### src/rtl/sa_ax_channel.sv
// Slave-side Ax channel arbiter for one slave port of the AXI4 interconnect.
// Masters are served round-robin. Each granted request goes to the slave
// through a one-entry register. The order of granted masters, together with
// each burst length, is queued so the data path can route beats back to the
// master that owns them.
module sa_ax_channel #(
    parameter int MST_AMT           = 2,
    parameter int MST_ID_W          = $clog2(MST_AMT),
    parameter int OUTSTANDING_AMT   = 8,
    parameter int OUTST_CTN_W       = $clog2(OUTSTANDING_AMT) + 1,
    parameter int ADDR_WIDTH        = 32,
    parameter int TRANS_MST_ID_W    = 5,
    parameter int TRANS_SLV_ID_W    = TRANS_MST_ID_W + MST_ID_W,
    parameter int TRANS_BURST_W     = 2,
    parameter int TRANS_DATA_LEN_W  = 3,
    parameter int TRANS_DATA_SIZE_W = 3
) (
    input  logic                                   ACLK_i,
    input  logic                                   ARESETn_i,
    input  logic [TRANS_MST_ID_W*MST_AMT-1:0]      m_AxID_i,
    input  logic [ADDR_WIDTH*MST_AMT-1:0]          m_AxADDR_i,
    input  logic [TRANS_BURST_W*MST_AMT-1:0]       m_AxBURST_i,
    input  logic [TRANS_DATA_LEN_W*MST_AMT-1:0]    m_AxLEN_i,
    input  logic [TRANS_DATA_SIZE_W*MST_AMT-1:0]   m_AxSIZE_i,
    input  logic [MST_AMT-1:0]                     m_AxVALID_i,
    output logic [MST_AMT-1:0]                     m_AxREADY_o,
    output logic [TRANS_SLV_ID_W-1:0]              s_AxID_o,
    output logic [ADDR_WIDTH-1:0]                  s_AxADDR_o,
    output logic [TRANS_BURST_W-1:0]               s_AxBURST_o,
    output logic [TRANS_DATA_LEN_W-1:0]            s_AxLEN_o,
    output logic [TRANS_DATA_SIZE_W-1:0]           s_AxSIZE_o,
    output logic                                   s_AxVALID_o,
    input  logic                                   s_AxREADY_i,
    input  logic                                   s_xVALID_i,
    input  logic                                   s_xREADY_i,
    output logic [OUTST_CTN_W-1:0]                 sa_Ax_outst_ctn_o,
    output logic [MST_ID_W-1:0]                    dsp_xDATA_mst_id_o,
    output logic                                   dsp_xDATA_disable_o
);

    localparam int PTR_W = (OUTSTANDING_AMT > 1) ? $clog2(OUTSTANDING_AMT) : 1;
    localparam int ORD_W = MST_ID_W + TRANS_DATA_LEN_W;

    logic [MST_ID_W-1:0]         rrPtr;
    logic [MST_ID_W-1:0]         grantIdx;
    logic [MST_ID_W-1:0]         nextPtr;
    logic                        anyValid;
    logic                        slotFree;
    logic                        fifoFull;
    logic                        fifoEmpty;
    logic                        accept;
    logic                        beatHs;
    logic                        pop;
    logic [TRANS_DATA_LEN_W-1:0] beatCnt;
    logic [TRANS_DATA_LEN_W-1:0] headLen;
    logic [MST_ID_W-1:0]         headMst;
    logic [ORD_W-1:0]            orderMem [OUTSTANDING_AMT];
    logic [PTR_W-1:0]            wrPtr;
    logic [PTR_W-1:0]            rdPtr;
    logic [OUTST_CTN_W-1:0]      occCnt;

    // Round-robin search: first valid master at or after the pointer, wrapping.
    always_comb begin
        int idx;
        idx      = 0;
        grantIdx = rrPtr;
        anyValid = 1'b0;
        for (int i = 0; i < MST_AMT; i++) begin
            idx = int'(rrPtr) + i;
            if (idx >= MST_AMT) idx = idx - MST_AMT;
            if (!anyValid && m_AxVALID_i[MST_ID_W'(idx)]) begin
                anyValid = 1'b1;
                grantIdx = MST_ID_W'(idx);
            end
        end
    end

    // Fullness uses start-of-cycle occupancy so a same-cycle pop never frees a slot.
    // Reset gating keeps every master ready low while the block is held in reset.
    assign slotFree  = ~s_AxVALID_o | s_AxREADY_i;
    assign fifoFull  = (occCnt == OUTST_CTN_W'(OUTSTANDING_AMT));
    assign fifoEmpty = (occCnt == '0);
    assign accept    = ARESETn_i & anyValid & slotFree & ~fifoFull;
    assign nextPtr   = (grantIdx == MST_ID_W'(MST_AMT - 1)) ? '0 : grantIdx + MST_ID_W'(1);

    // One-hot accept towards the granted master only.
    always_comb begin
        m_AxREADY_o = '0;
        if (accept) m_AxREADY_o[grantIdx] = 1'b1;
    end

    // Output register and arbitration pointer; holds steady under slave backpressure.
    always_ff @(posedge ACLK_i or negedge ARESETn_i) begin
        if (!ARESETn_i) begin
            s_AxVALID_o <= 1'b0;
            s_AxID_o    <= '0;
            s_AxADDR_o  <= '0;
            s_AxBURST_o <= '0;
            s_AxLEN_o   <= '0;
            s_AxSIZE_o  <= '0;
            rrPtr       <= '0;
        end else if (accept) begin
            s_AxVALID_o <= 1'b1;
            s_AxID_o    <= {grantIdx, m_AxID_i[grantIdx*TRANS_MST_ID_W +: TRANS_MST_ID_W]};
            s_AxADDR_o  <= m_AxADDR_i[grantIdx*ADDR_WIDTH +: ADDR_WIDTH];
            s_AxBURST_o <= m_AxBURST_i[grantIdx*TRANS_BURST_W +: TRANS_BURST_W];
            s_AxLEN_o   <= m_AxLEN_i[grantIdx*TRANS_DATA_LEN_W +: TRANS_DATA_LEN_W];
            s_AxSIZE_o  <= m_AxSIZE_i[grantIdx*TRANS_DATA_SIZE_W +: TRANS_DATA_SIZE_W];
            rrPtr       <= nextPtr;
        end else if (s_AxREADY_i) begin
            s_AxVALID_o <= 1'b0;
        end
    end

    // Grant-order head and data-beat bookkeeping; beats with an empty queue are ignored.
    assign headMst = orderMem[rdPtr][ORD_W-1 -: MST_ID_W];
    assign headLen = orderMem[rdPtr][TRANS_DATA_LEN_W-1:0];
    assign beatHs  = s_xVALID_i & s_xREADY_i & ~fifoEmpty;
    assign pop     = beatHs & (beatCnt == headLen);

    // Grant-order storage; contents need no reset since reads are gated by occupancy.
    always_ff @(posedge ACLK_i) begin
        if (accept) begin
            orderMem[wrPtr] <= {grantIdx, m_AxLEN_i[grantIdx*TRANS_DATA_LEN_W +: TRANS_DATA_LEN_W]};
        end
    end

    // Grant-order pointers and occupancy; simultaneous push and pop leave occupancy unchanged.
    always_ff @(posedge ACLK_i or negedge ARESETn_i) begin
        if (!ARESETn_i) begin
            wrPtr  <= '0;
            rdPtr  <= '0;
            occCnt <= '0;
        end else begin
            if (accept) wrPtr <= (wrPtr == PTR_W'(OUTSTANDING_AMT - 1)) ? '0 : wrPtr + PTR_W'(1);
            if (pop)    rdPtr <= (rdPtr == PTR_W'(OUTSTANDING_AMT - 1)) ? '0 : rdPtr + PTR_W'(1);
            case ({accept, pop})
                2'b10:   occCnt <= occCnt + OUTST_CTN_W'(1);
                2'b01:   occCnt <= occCnt - OUTST_CTN_W'(1);
                default: occCnt <= occCnt;
            endcase
        end
    end

    // Beat counter within the head burst, wrapping to zero on its last beat.
    always_ff @(posedge ACLK_i or negedge ARESETn_i) begin
        if (!ARESETn_i) begin
            beatCnt <= '0;
        end else if (beatHs) begin
            beatCnt <= (beatCnt == headLen) ? '0 : beatCnt + TRANS_DATA_LEN_W'(1);
        end
    end

    assign sa_Ax_outst_ctn_o   = occCnt;
    assign dsp_xDATA_disable_o = fifoEmpty;
    assign dsp_xDATA_mst_id_o  = fifoEmpty ? '0 : headMst;

endmodule
### config.mk
export PLATFORM = sky130hd
export DESIGN_NAME = sa_ax_channel
export DESIGN_NICKNAME = d
export VERILOG_FILES = /design/src/rtl/sa_ax_channel.sv
export SDC_FILE = /design/constraint.sdc
export NUM_CORES = 1
export LEC_CHECK = 0
export ABC_AREA = 0
export BUFFER_PORTS_ARGS = -buffer_cell sky130_fd_sc_hd__clkbuf_2
export CAP_MARGIN = 10
export CELL_PAD_IN_SITES_DETAIL_PLACEMENT = 2
export CELL_PAD_IN_SITES_GLOBAL_PLACEMENT = 2
export CORE_MARGIN = 2
export CORE_UTILIZATION = 33
export DETAILED_ROUTE_END_ITERATION = 7
export PLACE_DENSITY = 0.82
export SLEW_MARGIN = 20
export SYNTH_ARGS = -nofsm -noshare
export SYNTH_HDL_FRONTEND = slang
export SYNTH_SLANG_ARGS = --single-unit
### constraint.sdc
create_clock -name ACLK_i -period 6.5 [get_ports ACLK_i]
set_input_delay 0.975 -clock ACLK_i [delete_from_list [all_inputs] [get_ports ACLK_i]]
set_output_delay 0.975 -clock ACLK_i [all_outputs]
set_load 0.02 [all_outputs]
# Yosys cells after proc, flatten, opt, wreduce, memory -nomap -nowiden
# Memory sizes are Yosys's and may differ from the RTL's.
# Cells that the tools add are included.
# Widths: inputs -> output; s select.
[classes] n_addsub=9 mux=23 magnitude_cmp=6 eq_ne=6 bitwise_logic=10 shifts=5 n_reduce_logical=6 n_mul=2
[ops] operator="$shiftx 64x7->32" n=1
[ops] operator="$mux 1" n=17
[ops] operator="$shiftx 6x4->3" n=2
[ops] operator="$shiftx 10x5->5" n=1
[ops] operator="$add 3x1->3 const B" n=3
[ops] operator="$mux 3" n=3
[ops] operator="$pmux 4 s2" n=1
[ops] operator="$and 1x1->1" n=6
[ops] operator="$eq 3x3->1 const B" n=2
[ops] operator="$lt 1x3->1 const B" n=2
[ops] operator="$add 4x1->4 const B" n=1
[ops] operator="$eq 4x4->1 const B" n=1
[ops] operator="$logic_not 4->1" n=1
[ops] operator="$mul 1x3->4 const B" n=1
[ops] operator="$reduce_bool 2->1" n=2
[ops] operator="$shiftx 4x3->2" n=1
[ops] operator="$sub 4x1->4 const B" n=1
[ops] operator="$eq 3x3->1" n=1
[ops] operator="$mul 1x2->3 const B" n=1
[ops] operator="$not 1->1" n=3
[ops] operator="$add 1x1->2 const B" n=1
[ops] operator="$eq 2x1->1 const B" n=1
[ops] operator="$eq 2x2->1 const B" n=1
[ops] operator="$ge 1x2->1 const B" n=1
[ops] operator="10 further kinds" n=12
[totals] word_cells=79 reg_bits=61 mem_bits_rw=32 input_bits=97 n_memories=1
[memory_table] memory="orderMem" depth=8 word_bits=4 read_ports=1 rd_ports_with_merged_regs=0 wr=1 line_no="57" text="logic [ORD_W-1:0] orderMem [OUTSTANDING_AMT];"

# Logic depth before layout (Yosys ltp)
[logic_depth] depth_word=14 mapped_depth=14 mapped_depth_nobuf=11

# Worst setup path after synthesis
# No wires, ideal clock.
[synth_timing] kind="input to register" start="input port s_AxREADY_i" end="register occCnt[3] (netlist: sa_Ax_outst_ctn_o[3])" path_buffers=3 path_stages=13 arrival_ns=3.228 setup_ns=0.132 required_time_ns=6.368 path_slack_ns=3.140 cell_sequence="nand2b_1 > and4_1 > clkbuf_1 > inv_2 > clkbuf_1 > clkbuf_1 > ha_1 > ha_1 > a21o_1 > a21oi_1 > xnor2_1 > nor2_1 > xor2_1"
[synth_via] elab_chain_cells=5 word_cells_on_any_way=7 cone_classes="eq/ne (2); mux (1); bitwise (3); reduce/logical (1)"
[synth_rtl] item="start: declaration" line_no="33" text="input logic s_AxREADY_i,"
[synth_rtl] item="$or 1x1->1 (*)" line_no="80" text="assign slotFree = ~s_AxVALID_o | s_AxREADY_i;"
[synth_rtl] item="$and 1x1->1 (*) (2 in a row)" line_no="83" text="assign accept = ARESETn_i & anyValid & slotFree & ~fifoFull;"
[synth_rtl] item="$eq 2x1->1 / $eq 2x2->1 (equally long branches)" line_no="137" text="case ({accept, pop})"
[synth_rtl] item="$pmux 4 s2 / $reduce_bool 2->1 (equally long branches)"
[synth_rtl] item="end signal: assignment" line_no="138" text="2'b10: occCnt <= occCnt + OUTST_CTN_W'(1);"
[synth_rtl] item="end signal: assignment" line_no="139" text="2'b01: occCnt <= occCnt - OUTST_CTN_W'(1);"
[synth_rtl] item="end signal: assignment" line_no="140" text="default: occCnt <= occCnt;"
[synth_rtl] item="end: declaration" line_no="60" text="logic [OUTST_CTN_W-1:0] occCnt;"
# Every way passes the cells marked *; elsewhere a longest branch is shown, timed or not.
# A chain may end at the register's enable or synchronous reset.

# Final worst setup path
[layout_timing] start="input port s_AxREADY_i" end="output port m_AxREADY_o[0]"
[layout_via] elab_chain_cells=4
[layout_rtl] item="$or 1x1->1" line_no="80"
[layout_rtl] item="$and 1x1->1 (2 in a row)" line_no="83"
[layout_rtl] item="$mux 2" line_no="89" text="if (accept) m_AxREADY_o[grantIdx] = 1'b1;"
[layout_rtl] item="end: declaration" line_no="26" text="output logic [MST_AMT-1:0] m_AxREADY_o,"
# Every way passes these cells.

==> results.toml <==
[logic_synthesis]
synth_nets = 448
ys_ff_latch = 93
syn_area_per_cell_um2 = 12.3
synth_top_area_cell = "dfrtp_1"
ys_seq_area_share_pct = 59.1
syn-cell-area_um2 = 4210
synth_top_area_share_pct = 36.3
yosys-top-cells-area = "dfrtp_1 (36%), edfxtp_1 (23%), mux2i_1 (13%), nand2_1 (5.7%), o21ai_0 (5.6%)"
synth-main-ff-cell = "dfrtp_1"
async_reset_ff_share_pct = 65.6
ys_types = 32
ys.warnings.count = 0
syn_inst = 342
synth_edf_count = 32

[routing]
drtAntennaViolNets = 0
routed_via_density = 4.69
wl_per_cell_um = 16.8
drt_iter0_drc = 60
drt_pass1_iterations = 4
drc = 0
wirelength_um = 11100
vias = 3108

[sta]
fin_setup_tns_ns = 0
maxSlewHeadroom_pct = 34.2
max_freq_ghz = 0.256
fin_skew_ns = 0.00569
rsz0062_at_grt = "no"
slew_violations = 0
min_period_over_period_pct = 60.2
period_minus_slack_ns = 3.91
hold_viol = 0
setup_viol = 0
tightest_slew_ns = 0.977

[clocking]
clock_latency_ns = 0.33
clk_pin_slew_ns = 0.06
clock_path_buffers = 2
cts.sinks = 93
cts_tree = "yes"
cts_setup_buffers = 0
cts_resized = 0
root_buffer = "clkbuf_16"
cts_made_buffers = 9
h-tree-depth = 3
hold_buffers = 0

[cells_and_area]
stdcell_count = 663
final_cell_area_um2 = 5390
diodes = 0
fin_nets = 592
drive_gt1_share_pct = 36.7
n_fill_cell = 1346
final_core_util_pct = 43.1
syn2layout_area_growth_pct = 28.2

[global_route]
grt_max_degree = 62
grt_usage_pct = 17.2
grt_pass1_vias = 3415
overflow = 0
grt_pass1_wl_um = 17800
antenna_found_initial = 0

[setup_path]
worstPathRequired_ns = 5.52
arrival_ns = 2.94
critPathMaxFanout = 52
start_kind = "primary input"
path_class = "primary input to output port"
worstSetupEndpointType = "output port"

[die]
core_um2 = 12500
start_util_pct = 33.6
die_h_um = 117
dieArea_um2 = 13700
ios = 152
fp.dieW_um = 117
fp-row-count = 41

[pwr]
leakagePower_nw = 2.62
power.total_mw = 2.32
power.density_nw_per_um2 = 431
ir_drop_uv = 137

[placement]
dp.cells = 647
port_buffers = 150
place_area_um2 = 5100
place_congestion = 0.728
dp_hpwl_um = 8440

[flow_run]
drv_cap = 0

[worst_hold_path]
hold_path_class = "flip-flop to flip-flop"

[status]
run_status = "finished clean"
==> registers in the layout, indices dropped and copies added (netlist names) <==
signal,flops
rrPtr,1
rdPtr,3
beatCnt,3
s_AxVALID_o,1
s_AxLEN_o,3
orderMem,32
s_AxSIZE_o,3
s_AxID_o,6
s_AxBURST_o,2
s_AxADDR_o,32
sa_Ax_outst_ctn_o,4
wrPtr,3
==> layout make-up <==
| class | count | area (um^2) | share of cell area, % |
|---|---|---|---|
| clock buffer | 13 | 272 | 5.03 |
| clock inverter | 3 | 18.8 | 0.348 |
| inverter | 6 | 22.5 | 0.418 |
| multi-input combinational | 223 | 1600 | 29.7 |
| sequential | 93 | 2490 | 46.1 |
| tap | 172 | 215 | 3.99 |
| timing repair buffer | 153 | 773 | 14.3 |
==> cells in the mapped netlist (2+ instances only) <==
library cell and n:
dfrtp_1 61, xnor2_1 6, clkbuf_1 16, mux4_1 3, inv_1 5, nor4_1 2, nor3_1 7, xor2_1 2
mux4_2 3, mux2i_1 53, nor2_1 6, nand2_1 64, a21o_1 3, mux2_2 6, o21ai_0 47, ha_1 8
buf_1 2, nand2b_1 3, edfxtp_1 32
==> path summary, 6_finish.rpt <==
kind,from,slack (ns),end,depth (start not counted)
setup reg to reg,rdPtr[0],2.98,sa_Ax_outst_ctn_o[3],11
hold / removal,s_AxLEN_o[2],0.48,s_AxLEN_o[2],2
max in group asynchronous,ARESETn_i,5.06,rrPtr,2
min in group asynchronous,ARESETn_i,0.84,s_AxVALID_o,2
setup / recovery,s_AxREADY_i,2.59,m_AxREADY_o[0],7
hold reg to reg,s_AxLEN_o[2],0.48,s_AxLEN_o[2],2
==> report_power, final <==
part	total [mW]	switching [mW]	leakage (nW)	internal, mW
sequential	0.942	0.158	1.05	0.784
clock	0.511	0.218	0.145	0.293
combinational	0.871	0.518	1.43	0.353
total	2.32	0.893	2.62	1.43
==> worst max-delay path, stage by stage <==
cell and delay [ns]:
clkbuf_2 0.07, nand2b_1 0.15, and4_1 0.33, inv_2 0.61
buf_4 0.51, nor2_1 0.08, clkbuf_2 0.17
==> per-stage QoR <==
stage	hold slack, ns	setup slack (ns)
after CTS	0.486	2.56
final	0.478	2.59
after global routing	0.510	2.33
after global placement	0.460	2.62
after detailed placement	0.469	2.57
after floorplan	0.496	3.14
==> per-layer routing <==
| layer | GRT usage, % | routed length [um] |
|---|---|---|
| met1 | 20.0 | 4380 |
| met2 | 30.8 | 5830 |
| met3 | 5.51 | 831 |
| met4 | 4.08 | 107 |
| met5 | 0 | 0 |
==> cell usage in the layout (no fill, tap or decap), drive strengths merged <==
cell,instances
clkbuf,162
inv,6
nand2b,3
and2,1
nor4,3
nor2,6
o21ai,47
nor4b,1
nand3,1
mux2i,53
dfrtp,61
a21oi,1
nand3b,1
nor3b,1
edfxtp,32
buf,4
mux4,6
xor2,2
xnor2,6
a21o,3
mux2,6
and3,1
nand2,64
and4,1
ha,8
fa,1
clkinv,3
nor3,7
==> kinds of logic after synthesis <==
family                     Yosys count  synth area share (%)
AOI/OAI and AO/OA                   51                  6.25
xor gates and xnor gates             8                  1.67
adders and majority gates            9                  2.86
buffers and inverters               26                  2.89
DFF                                 93                  59.1
muxes                               65                  17.7
and+or+nand+nor                     90                  9.52
No activity file was read; power rests on OpenSTA's default activity.
